### src/rtl/mag_tx_scheduler.sv
// rtl/mag_tx_scheduler.sv - frames two magnitude bins into an 8-byte UART packet
//
// Purpose:
//   Captures a qualified magnitude sample (G0, G1, current_run) and sends it
//   to a byte-wide UART as the frame
//     SYNC, {3'b000,run}, G0 hi, G0 lo, G1 hi, G1 lo, CHK, TERM
//   where CHK is the XOR of the run byte through G1 lo. Strobes that arrive
//   while a frame is in flight are discarded and counted.
//
// Ports:
//   sys_clk       in   single clock, rising edge
//   rst_n         in   synchronous active-low reset
//   G0, G1        in   16-bit magnitudes, bins 0 and 1
//   G_READY       in   one-cycle strobe qualifying G0/G1/current_run
//   current_run   in   5-bit run index
//   TX_LOAD_OKAY  in   UART ready for a byte (drops once it has taken one)
//   TX_DATA       out  byte to the UART, held between loads
//   TX_LOAD       out  one-cycle load strobe to the UART
//   busy          out  high while a frame is in flight
//   frame_done    out  one-cycle pulse after the final byte is accepted
//   drop_cnt      out  saturating count of discarded qualified strobes
module mag_tx_scheduler #(
  parameter logic [7:0] SYNC_BYTE  = 8'hA5,
  parameter logic [7:0] TERM_BYTE  = 8'h0A,
  parameter int         RUN_FILTER = 1,
  parameter logic [4:0] RUN_SEL    = 5'd3
) (
  input  logic        sys_clk,
  input  logic        rst_n,
  input  logic [15:0] G0,
  input  logic [15:0] G1,
  input  logic        G_READY,
  input  logic [4:0]  current_run,
  input  logic        TX_LOAD_OKAY,
  output logic [7:0]  TX_DATA,
  output logic        TX_LOAD,
  output logic        busy,
  output logic        frame_done,
  output logic [7:0]  drop_cnt
);

  typedef enum logic [1:0] {
    ST_IDLE,
    ST_LOAD,
    ST_ACK_WAIT,
    ST_READY_WAIT
  } state_t;

  localparam logic [3:0] ACK_TIMEOUT_LAST = 4'd15;

  state_t      state_q, state_d;
  logic [2:0]  idx_q, idx_d;
  logic [3:0]  tmo_q, tmo_d;
  logic [15:0] g0_q, g0_d;
  logic [15:0] g1_q, g1_d;
  logic [4:0]  run_q, run_d;
  logic [7:0]  tx_data_q, tx_data_d;
  logic        tx_load_q, tx_load_d;
  logic        done_q, done_d;
  logic [7:0]  drop_q, drop_d;

  logic        qualified;
  logic        accept;
  logic        drop;
  logic [7:0]  run_byte;
  logic [7:0]  chk_byte;
  logic [7:0]  cur_byte;

  assign qualified = G_READY && ((RUN_FILTER == 0) || (current_run == RUN_SEL));
  // The frame_done cycle is still treated as busy so a strobe landing on it
  // is counted as dropped rather than starting a new frame.
  assign accept    = qualified && (state_q == ST_IDLE) && !done_q;
  assign drop      = qualified && !accept;

  assign run_byte  = {3'b000, run_q};
  assign chk_byte  = run_byte ^ g0_q[15:8] ^ g0_q[7:0] ^ g1_q[15:8] ^ g1_q[7:0];

  always_comb begin
    cur_byte = SYNC_BYTE;
    case (idx_q)
      3'd0:    cur_byte = SYNC_BYTE;
      3'd1:    cur_byte = run_byte;
      3'd2:    cur_byte = g0_q[15:8];
      3'd3:    cur_byte = g0_q[7:0];
      3'd4:    cur_byte = g1_q[15:8];
      3'd5:    cur_byte = g1_q[7:0];
      3'd6:    cur_byte = chk_byte;
      default: cur_byte = TERM_BYTE;
    endcase
  end

  always_comb begin
    state_d   = state_q;
    idx_d     = idx_q;
    tmo_d     = tmo_q;
    g0_d      = g0_q;
    g1_d      = g1_q;
    run_d     = run_q;
    tx_data_d = tx_data_q;
    tx_load_d = 1'b0;
    done_d    = 1'b0;
    drop_d    = drop_q;

    if (drop && (drop_q != 8'hFF)) begin
      drop_d = drop_q + 8'd1;
    end

    case (state_q)
      ST_IDLE: begin
        idx_d = 3'd0;
        if (accept) begin
          g0_d    = G0;
          g1_d    = G1;
          run_d   = current_run;
          state_d = ST_LOAD;
        end
      end

      ST_LOAD: begin
        if (TX_LOAD_OKAY) begin
          tx_data_d = cur_byte;
          tx_load_d = 1'b1;
          tmo_d     = 4'd0;
          state_d   = ST_ACK_WAIT;
        end
      end

      // The load cycle itself is the first of the 16 cycles counted here;
      // a UART that never drops OKAY is assumed to have taken the byte.
      ST_ACK_WAIT: begin
        if (!TX_LOAD_OKAY) begin
          state_d = ST_READY_WAIT;
        end else if (tmo_q == ACK_TIMEOUT_LAST) begin
          state_d = ST_READY_WAIT;
        end else begin
          tmo_d = tmo_q + 4'd1;
        end
      end

      ST_READY_WAIT: begin
        if (TX_LOAD_OKAY) begin
          if (idx_q == 3'd7) begin
            idx_d   = 3'd0;
            done_d  = 1'b1;
            state_d = ST_IDLE;
          end else begin
            idx_d   = idx_q + 3'd1;
            state_d = ST_LOAD;
          end
        end
      end

      default: begin
        state_d = ST_IDLE;
      end
    endcase
  end

  always_ff @(posedge sys_clk) begin
    if (!rst_n) begin
      state_q   <= ST_IDLE;
      idx_q     <= 3'd0;
      tmo_q     <= 4'd0;
      g0_q      <= 16'h0000;
      g1_q      <= 16'h0000;
      run_q     <= 5'd0;
      tx_data_q <= 8'h00;
      tx_load_q <= 1'b0;
      done_q    <= 1'b0;
      drop_q    <= 8'h00;
    end else begin
      state_q   <= state_d;
      idx_q     <= idx_d;
      tmo_q     <= tmo_d;
      g0_q      <= g0_d;
      g1_q      <= g1_d;
      run_q     <= run_d;
      tx_data_q <= tx_data_d;
      tx_load_q <= tx_load_d;
      done_q    <= done_d;
      drop_q    <= drop_d;
    end
  end

  assign TX_DATA    = tx_data_q;
  assign TX_LOAD    = tx_load_q;
  assign busy       = (state_q != ST_IDLE);
  assign frame_done = done_q;
  assign drop_cnt   = drop_q;

endmodule

### config.mk
export PLATFORM = sky130hd
export DESIGN_NAME = mag_tx_scheduler
export DESIGN_NICKNAME = d
export VERILOG_FILES = /design/src/rtl/mag_tx_scheduler.sv
export SDC_FILE = /design/constraint.sdc
export NUM_CORES = 1
export LEC_CHECK = 0
export ABC_AREA = 1
export ABC_CLOCK_PERIOD_IN_PS = 4200
export BUFFER_PORTS_ARGS = -buffer_cell sky130_fd_sc_hd__buf_4
export CELL_PAD_IN_SITES_DETAIL_PLACEMENT = 0
export CELL_PAD_IN_SITES_GLOBAL_PLACEMENT = 1
export CORE_MARGIN = 10
export CORE_UTILIZATION = 43
export DETAILED_ROUTE_END_ITERATION = 8
export PLACE_DENSITY_LB_ADDON = 0.1
export SYNTH_ARGS = -nofsm -noshare
export SYNTH_HDL_FRONTEND = slang
export SYNTH_SLANG_ARGS = --single-unit
### constraint.sdc
create_clock -name sys_clk -period 4.2 [get_ports sys_clk]
set_input_delay 0.42 -clock sys_clk [delete_from_list [all_inputs] [get_ports sys_clk]]
set_output_delay 0.42 -clock sys_clk [all_outputs]
set_load 0.1 [all_outputs]
==> impl_metrics.csv <==
group,metric,value,unit
cts,clockRootBuffer,"clkbuf_8",
placed_design,placed_cell_area,3800,um^2
final_layout,nNetsFinal,581,
global_routing,grt_overflow_total,0,
cts,cts_resized,0,
critical_path,critPathLaunchType,"flip-flop",
cts,ctsHoldBuffers,0,
timing,tightestPinTransition,1.07,ns
timing,setup_violations,0,
synth,syn_avg_cell_area,7.02,um^2
pwr,leakage,1.73,nW
final_layout,fillerInstances,745,
critical_path,crit_path_max_fanout,54,
critical_path,cp.required,4.45,ns
cts,clockBufferDepth,2,
placed_design,dp_hpwl,6200,um
timing,finalHoldViolCount,0,
cts,clk-insertion-delay-late,0.33,ns
pwr,irDropWorstVdd,0.285,mV
critical_path,crit_arrival,2.81,ns
global_routing,met3_usage,4.25,%
global_routing,antenna_found_initial,0,
critical_path,r2r_cells,8,
synth,synth_edf_count,0,
floorplanning,initial_utilization,44.9,%
synth,ys_seq_elements,64,
synth,syn_nets,523,
placed_design,place.gp.congestion,0.768,
global_routing,grt_pass1_wl,14000,um
timing,fmax,391,MHz
final_layout,area_delta_synth_final,22.0,%
cts,clk_pin_slew,0.07,ns
hold_path,hp-class,"in2reg",
detailed_routing,first_pass_iters,4,
synth,synthArstFlopShare,0,%
pwr,p_per_area,425,nW/um^2
detailed_routing,vias_per_cell,4.86,
cts,cts_tree,"yes",
global_routing,grt_max_degree,55,
floorplanning,fp.dieW,108,um
timing,fin_crit,2.56,ns
floorplanning,design.core.area,7330,um^2
cts,post_cts_buffers,0,
detailed_routing,drt-initial-drc-count,87,
critical_path,setup.worst_path.class,"reg2reg",
synth,synth_area,3290,um^2
hold_path,hold_path_depth,3,
cts,htreeDepth,3,
synth,yosysWarnings,0,
cts,cts.sinks,64,
cts,cts_buffers,9,
floorplanning,dieArea,11600,um^2
floorplanning,dieHeight,108,um
global_routing,met1_usage,18.1,%
synth,syn-instance-count,469,
detailed_routing,drc_errors,0,
timing,fin_tns_setup,0,ns
detailed_routing,routed_wl,8470,um
floorplanning,placementRows,31,
final_layout,layout-drive-gt1-share,16.9,%
timing,finalMaxSlewViolations,0,
detailed_routing,postRouteAntennaNets,0,
timing,fin_crit_sh,60.8,%
flow_run,drv_cap,0,
pwr,power,1.71,mW
global_routing,busiest_layer,"met2",
detailed_routing,post_drt_wl_per_cell,13.4,um
global_routing,first_global_vias,2957,
global_routing,track_usage,15.0,%
outcome,outcome,"finished, final reports clean",
final_layout,final_area,4020,um^2
synth,yosysSeqAreaShare,38.9,%
final_layout,diodes,0,
floorplanning,io_pins,60,
timing,rsz0062_at_grt,"false",
global_routing,gr-usage-met2,24.4,%
placed_design,io_buffer_count,59,
synth,ys.flop_type,"dfxtp_1",
synth,yosysUniqueCellTypes,34,
timing,finalClockSkew,0.00493,ns
detailed_routing,vias,3067,
critical_path,endpoint_kind,"flip-flop",
timing,slew_headroom,28.5,%
-- path summary, 6_finish.rpt --
kind,end,startpoint,slack [ns]
setup / recovery,g1_q[5]$_SDFFE_PN0P_,state_q[0]$_SDFFE_PN0P_,1.64
hold / removal,g1_q[14]$_SDFFE_PN0P_,G1[14],0.34
setup reg to reg,g1_q[5]$_SDFFE_PN0P_,state_q[0]$_SDFFE_PN0P_,1.64
hold reg to reg,TX_DATA[7]$_SDFFE_PN0P_,TX_DATA[7]$_SDFFE_PN0P_,0.47
-- logic make-up (layout without fill, tap and decap cells) --
logic type	count (synthesis)	after routing	synth area share [%]
compound gates	101	101	16.3
buf+inv	67	130	8.02
flops	64	64	38.9
simple gates	205	205	26.7
xor+xnor	19	19	5.05
fa+ha+maj	13	13	4.94
-- synthesized netlist by cell type (all sizes together), types with 8 or more instances --
library cell | instances | share of area, %
clkbuf | 9 | 1.0
inv | 54 | 6.2
a21oi | 51 | 7.8
nor3 | 12 | 2.2
xor2 | 11 | 2.9
nor2 | 25 | 3.1
o21ai | 37 | 5.6
dfxtp | 64 | 39
ha | 13 | 4.9
xnor2 | 8 | 2.1
nand3 | 28 | 4.6
nand2 | 133 | 16
-- critical path: stages (launching register included) --
cell and delay [ns]:
dfxtp_1 0.34, inv_1 0.15, ha_1 0.18, inv_1 0.07
nor2_2 0.13, nand3_2 0.76, inv_2 0.60, nand2_1 0.10
a21oi_1 0.13
-- layout by cell type (no fill, tap or decap), types with 3 or more instances in the layout --
| cell | synthesis | routed |
|---|---|---|
| nand2_1 | 129 | 129 |
| dfxtp_1 | 64 | 64 |
| buf_4 | 0 | 59 |
| a21oi_1 | 51 | 51 |
| inv_1 | 50 | 50 |
| o21ai_0 | 34 | 34 |
| nand3_1 | 26 | 26 |
| nor2_1 | 22 | 22 |
| ha_1 | 13 | 13 |
| nor3_1 | 11 | 11 |
| xor2_1 | 11 | 11 |
| clkbuf_8 | 0 | 9 |
| xnor2_1 | 8 | 8 |
| inv_2 | 3 | 3 |
| nor2_2 | 3 | 3 |
| nand2_2 | 3 | 3 |
| o21ai_1 | 3 | 3 |
| and3_1 | 3 | 3 |
| o21a_1 | 3 | 3 |
| clkinv_2 | 0 | 3 |
-- state kept, by name (all words and copies together), names as in the netlist --
name        cells
TX_DATA         8
TX_LOAD         1
drop_cnt        8
frame_done      1
g0_q           16
g1_q           16
idx_q           3
run_q           5
state_q         2
tmo_q           4
-- per-stage QoR --
| step | setup WS (ns) | cells | hold WS (ns) | utilization (%) |
|---|---|---|---|---|
| 3_3_place_gp | 1.70 | 615 | 0.459 | 51.9 |
| 5_1_grt | 1.29 | 631 | 0.319 | 54.8 |
| 4_1_cts | 1.58 | 631 | 0.323 | 54.8 |
| 3_5_place_dp | 1.60 | 615 | 0.459 | 51.9 |
| 2_1_floorplan | 2.01 | 469 | 0.451 | - |
| 6_report | 1.64 | 631 | 0.341 | 54.8 |
-- routing by layer --
layer	up-vias	wire [um]
li1	1632	-
met1	1378	3800
met2	53	4130
met3	4	491
met4	0	53
met5	-	0
-- layout make-up --
type	instances	area, um^2	area share [%]
clock buffers	10	128	3.18
clock inverters	6	83.8	2.09
inverters	55	209	5.20
multi-input cells	338	1750	43.5
flip-flops and latches	64	1280	31.9
well taps	99	124	3.08
repair buffers	59	443	11.0
-- report_power, final --
part | switching [mW] | internal, mW
clock network | 0.236 | 0.332
registers | 0.0294 | 0.642
logic | 0.324 | 0.143
(Power assumes the default switching activity.)
